File: src/rtl/uparc_rf_writeback.sv
// Register-file writeback arbiter: ALU results go straight through, LSU/MDU results wait in a 2-deep in-order queue.
// Optional UPARC_WB_SCOREBOARD_EN: decode queued destinations onto pend_mask (otherwise pend_mask is tied to 0).
module uparc_rf_writeback #(
  parameter int STALL_THRESH = 3
) (
  input  logic        clk,
  input  logic        rst,
  input  logic        alu_valid,
  input  logic [4:0]  alu_rd,
  input  logic [31:0] alu_data,
  input  logic        lsu_valid,
  output logic        lsu_ready,
  input  logic [4:0]  lsu_rd,
  input  logic [31:0] lsu_data,
  input  logic        mdu_valid,
  output logic        mdu_ready,
  input  logic [4:0]  mdu_rd,
  input  logic [31:0] mdu_data,
  output logic [4:0]  rd,
  output logic [31:0] rd_data,
  output logic        alu_stall,
  output logic [31:0] pend_mask
);

  localparam logic [2:0] THRESH = 3'(STALL_THRESH);

  logic [1:0]  count;
  logic [2:0]  wait_cnt;
  logic [4:0]  q_rd   [2];
  logic [31:0] q_data [2];

  logic        lsu_acc;
  logic        mdu_acc;
  logic        enq;
  logic        deq;
  logic        alu_wr;
  logic [4:0]  enq_rd;
  logic [31:0] enq_data;
  logic [1:0]  occ;
  logic [1:0]  count_nxt;
  logic [2:0]  wait_nxt;

  always_comb begin
    lsu_ready = (count < 2'd2);
    mdu_ready = (count < 2'd2) && !lsu_valid;
    lsu_acc   = lsu_valid && lsu_ready;
    mdu_acc   = mdu_valid && mdu_ready;
    enq_rd    = lsu_acc ? lsu_rd   : mdu_rd;
    enq_data  = lsu_acc ? lsu_data : mdu_data;
    // Writes to x0 complete the handshake but never occupy a slot.
    enq       = (lsu_acc || mdu_acc) && (enq_rd != 5'd0);
    alu_wr    = alu_valid && (alu_rd != 5'd0);
    deq       = !alu_wr && (count != 2'd0);
    occ       = count - {1'b0, deq};
    count_nxt = occ + {1'b0, enq};
    if ((count == 2'd0) || deq) begin
      wait_nxt = 3'd0;
    end else if (wait_cnt != 3'd7) begin
      wait_nxt = wait_cnt + 3'd1;
    end else begin
      wait_nxt = wait_cnt;
    end
  end

  // Write-port stage: control and output registers
  always_ff @(posedge clk or posedge rst) begin
    if (rst) begin
      count     <= 2'd0;
      wait_cnt  <= 3'd0;
      alu_stall <= 1'b0;
      rd        <= 5'd0;
      rd_data   <= 32'd0;
    end else begin
      count     <= count_nxt;
      wait_cnt  <= wait_nxt;
      alu_stall <= (wait_nxt >= THRESH);
      if (alu_wr) begin
        rd      <= alu_rd;
        rd_data <= alu_data;
      end else if (deq) begin
        rd      <= q_rd[0];
        rd_data <= q_data[0];
      end else begin
        rd      <= 5'd0;
        rd_data <= 32'd0;
      end
    end
  end

  // Queue storage: slot 0 is always the head; contents are meaningless beyond count
  always_ff @(posedge clk) begin
    if (deq) begin
      q_rd[0]   <= q_rd[1];
      q_data[0] <= q_data[1];
    end
    if (enq) begin
      if (occ == 2'd0) begin
        q_rd[0]   <= enq_rd;
        q_data[0] <= enq_data;
      end else begin
        q_rd[1]   <= enq_rd;
        q_data[1] <= enq_data;
      end
    end
  end

`ifdef UPARC_WB_SCOREBOARD_EN
  always_comb begin
    pend_mask = 32'd0;
    if (count != 2'd0) pend_mask[q_rd[0]] = 1'b1;
    if (count == 2'd2) pend_mask[q_rd[1]] = 1'b1;
    pend_mask[0] = 1'b0;
  end
`else
  assign pend_mask = 32'd0;
`endif

endmodule
File: config.mk
export PLATFORM = sky130hd
export DESIGN_NAME = uparc_rf_writeback
export DESIGN_NICKNAME = d
export VERILOG_FILES = /design/src/rtl/uparc_rf_writeback.sv
export SDC_FILE = /design/constraint.sdc
export NUM_CORES = 1
export LEC_CHECK = 0
export CAP_MARGIN = 20
export CORE_MARGIN = 2
export CORE_UTILIZATION = 30
export CTS_BUF_LIST = sky130_fd_sc_hd__clkbuf_8
export DETAILED_ROUTE_END_ITERATION = 7
export PLACE_DENSITY_LB_ADDON = 0.08
export SLEW_MARGIN = 0
export SYNTH_ARGS = -nofsm -noshare
export SYNTH_HDL_FRONTEND = slang
export SYNTH_SLANG_ARGS = --single-unit
export TNS_END_PERCENT = 20
File: constraint.sdc
create_clock -name clk -period 10.7 [get_ports clk]
set_input_delay 1.605 -clock clk [delete_from_list [all_inputs] [get_ports clk]]
set_output_delay 1.605 -clock clk [all_outputs]
set_load 0.005 [all_outputs]
==> key figures <==
Die
  – Die Y: around 130 um
  – Initial Util: 30.62%
  – DIE AREA: 0.01799 mm2
  – Die Wd: 134.1 um
  – Core area: 0.01658 mm2
  – Standard-cell row count: 47
  – Io pins: between 150 and 200

Placed design
  – PortBufs: 155
  – Placer Congestion: between 0.6 and 0.7
  – DP HPWL: a little under 8000 um
  – DP Worst Slack: 4.599 ns
  – Placed Instance Area: 0.006734 mm2

Detailed routing
  – WL final: 11,610 um
  – DRT iter0 DRCs: 158
  – Detailed-routing iteration count for the pre-antenna-repair pass: 4
  – ANT nets after route: 0
  – DR WL/cell: 16.35 um
  – Residual DRC: 0
  – Vias per cell: around 4.3
  – Via count: 3,083

Synthesis
  – YS warnings: 0
  – Top-area cell type share of the netlist area: 43.75%
  – Area leader, netlist: edfxtp_1
  – Synth Cell Area: 0.005079 mm2
  – Unique masters post-synth: 30
  – Top-count cell post-synth: edfxtp_1
  – FF+latch count, synth: 117
  – Async SR Flop Fraction: 36.75%
  – Number of synthesized flops with an enable pin: 74
  – Post-synth top cells: edfxtp_1, mux2_2, dfrtp_1
  – Post-synthesis cell count: 317
  – Syn avg cell area: 16.02 um2
  – Seq/Total Area, Yosys: 64.94%
  – Ys flop type: edfxtp_1
  – Synth top area cells: edfxtp_1, dfrtp_1, mux2_2, a22o_1, buf_4

Power
  – PwrDens: 240.6 mW/mm2
  – Leakage: 2.730 nW
  – Clk pwr share: 24.2%
  – Comb power frac: between 30% and 40%
  – Net Sw Frac: 27.12%
  – Internal power: 1.257 mW
  – Max VDD drop: ~0.00011 V
  – Switching pwr: 0.4675 mW
  – Sequential share of power: 45.3%

Global route
  – Vias in the first global route: 3,381
  – Largest net degree at the start of global routing: 44
  – GRT Util Overall: between 10% and 20%
  – Initial antenna violation count: 0
  – First-pass GRT wire length: ~18,000 um
  – Total grt overflow: 0

Run
  – Max-Cap Viols: 0

Critical path
  – Critical Path Source Type: input port
  – Crit Path Max Fanout: 38
  – CP Data Arrival Time: 5.66 ns
  – CP Data Required Time: 10.81 ns
  – Worst Setup Path Type: in2reg
  – Crit. End Element: flip-flop

Layout
  – Layout cells sized above 1: around a quarter
  – Post-route cell area: 0.007166 mm2
  – # fillers: 1,541
  – Area grow syn2layout: 41.09%
  – ANT cells: 0
  – Nets: 596

CTS
  – Post-CTS setup buffers: 0
  – TritonCTS clock tree: built
  – H-Tree Depth: 4
  – Root Buffer: clkbuf_8
  – Post-cts hold buffer count: 0
  – Clk slew on worst S/H paths: 0.07 ns
  – Cts repair resizes: 0
  – Worst-Skew Late Latency: 0.43 ns
  – CTS Sinks: around 120
  – Cts bufs inserted: 17
  – Clock buffer depth: 2

STA
  – Final setup fails: 0
  – Worst Setup Slack, final: roughly 5 ns
  – Max-slew violation count: 0
  – Clock skew: 0.009765 ns
  – Minimum clock period: 5.555 ns
  – Fmax: between 0.15 and 0.2 GHz
  – Headroom to the max-slew limit: about a third
  – Hold Fails Final Rpt: 0
  – Final period util: around half
  – Post-route setup TNS: 0 ns
  – Least-Margin Pin Slew: roughly 1 ns
  – RSZ-0062 raised after global routing: false

Status
  – Outcome: finished, final reports clean

Worst hold path
  – Hold Crit Class: reg2reg
==> cells in the final DEF (no fill, tap or decap) <==
master | Yosys | layout
o21bai_1 | 1 | 1
inv_2 | 0 | 1
nand3_1 | 1 | 1
nand2b_1 | 3 | 2
dfrtp_1 | 43 | 43
nor2_1 | 7 | 6
a22o_1 | 37 | 37
buf_4 | 35 | 1
bufinv_16 | 0 | 3
conb_1 | 1 | 32
nor2b_1 | 1 | 1
mux2i_1 | 1 | 1
clkdlybuf4s50_1 | 0 | 155
or3b_2 | 1 | 1
mux2_2 | 72 | 72
clkinv_2 | 0 | 4
or3_1 | 1 | 1
or4_1 | 2 | 2
nand2b_2 | 0 | 1
clkinvlp_4 | 0 | 2
nor2_4 | 1 | 2
a21oi_1 | 2 | 2
o21a_2 | 0 | 2
xnor2_1 | 3 | 3
o22ai_4 | 0 | 1
inv_1 | 4 | 6
edfxtp_1 | 74 | 74
ha_1 | 3 | 3
buf_12 | 0 | 2
o21ai_0 | 2 | 2
nand2_1 | 3 | 3
or4_4 | 1 | 1
o32ai_4 | 1 | 1
mux2_4 | 1 | 1
clkbuf_8 | 0 | 20
==> sequential cells by signal (all words and copies together) (netlist names) <==
register and flops:
alu_stall 1, count 2, q_data 64, q_rd 10
rd 5, rd_data 32, wait_cnt 3
==> worst paths after layout <==
path,from,end,slack [ns],depth (start not counted)
min,q_data[0][7]$_DFFE_PP_,rd_data[7]$_DFF_PP0_,0.46,1
max reg2reg,count[1]$_DFF_PP0_,q_data[0][30]$_DFFE_PP_,7.24,7
max,alu_rd[4],q_data[0][30]$_DFFE_PP_,5.15,9
min reg2reg,q_data[0][7]$_DFFE_PP_,rd_data[7]$_DFF_PP0_,0.46,1
max in group asynchronous,rst,count[1]$_DFF_PP0_,8.91,3
min in group asynchronous,rst,rd_data[29]$_DFF_PP0_,1.36,2
==> worst max-delay path, cell delays in order <==
cell and delay, ns:
clkdlybuf4s50_1 0.43, or4_1 0.52, o21a_2 0.48, nor2_4 0.88, ha_1 0.24, inv_1 0.06, or3_1 0.45, o22ai_4 0.55
buf_4 0.41
==> power by group through the flow <==
stage	Combinational, mW	Clock, mW	Sequential, mW
floorplan	0.320	0	0.778
global placement	0.523	0	0.789
detailed placement	0.539	0	0.791
CTS	0.541	0.430	0.784
global route	0.576	0.450	0.803
finish	0.526	0.418	0.780
==> per-stage QoR <==
step                utilization (%)  power, mW  cells  hold WS [ns]
floorplan                         -      1.098    348        0.4392
global placement              40.49      1.312    676        0.4461
detailed placement            40.61      1.330    677        0.4529
CTS                           43.09      1.755    709        0.4627
global route                  43.21      1.829    710        0.4808
finish                        43.21      1.724    710        0.4604
==> logic make-up after synthesis <==
| logic type | share of synthesized area, % |
|---|---|
| buf+inv | 7.021 |
| mux | 16.46 |
| xor+xnor | 0.5175 |
| flops | 64.94 |
| other cells | 0.07384 |
| simple gates | 2.365 |
| fa+ha+maj | 0.7392 |
| compound gates | 7.884 |
==> cell type report <==
class | count | area [um2] | share of cell area, %
Tap cell | 220 | 275.3 | 3.841
Clock buffer | 20 | 275.3 | 3.841
Timing Repair Buffer | 158 | 1599 | 22.32
Sequential cell | 117 | 3298 | 46.03
Clock inverter | 12 | 136.4 | 1.903
Multi-Input combinational cell | 179 | 1567 | 21.86
Inverter | 4 | 15.01 | 0.2095
==> layer usage <==
metal / part of all wire [%] / vias up / global-route usage [%]
met5: 0 / - / 0
met4: 1.7 / 0 / 5.439
met3: 6.9 / 13 / 4.762
li1: - / 1451 / -
met1: 42 / 1492 / 15.96
met2: 49 / 127 / 22.62
Power figures use the tool's default switching activity.
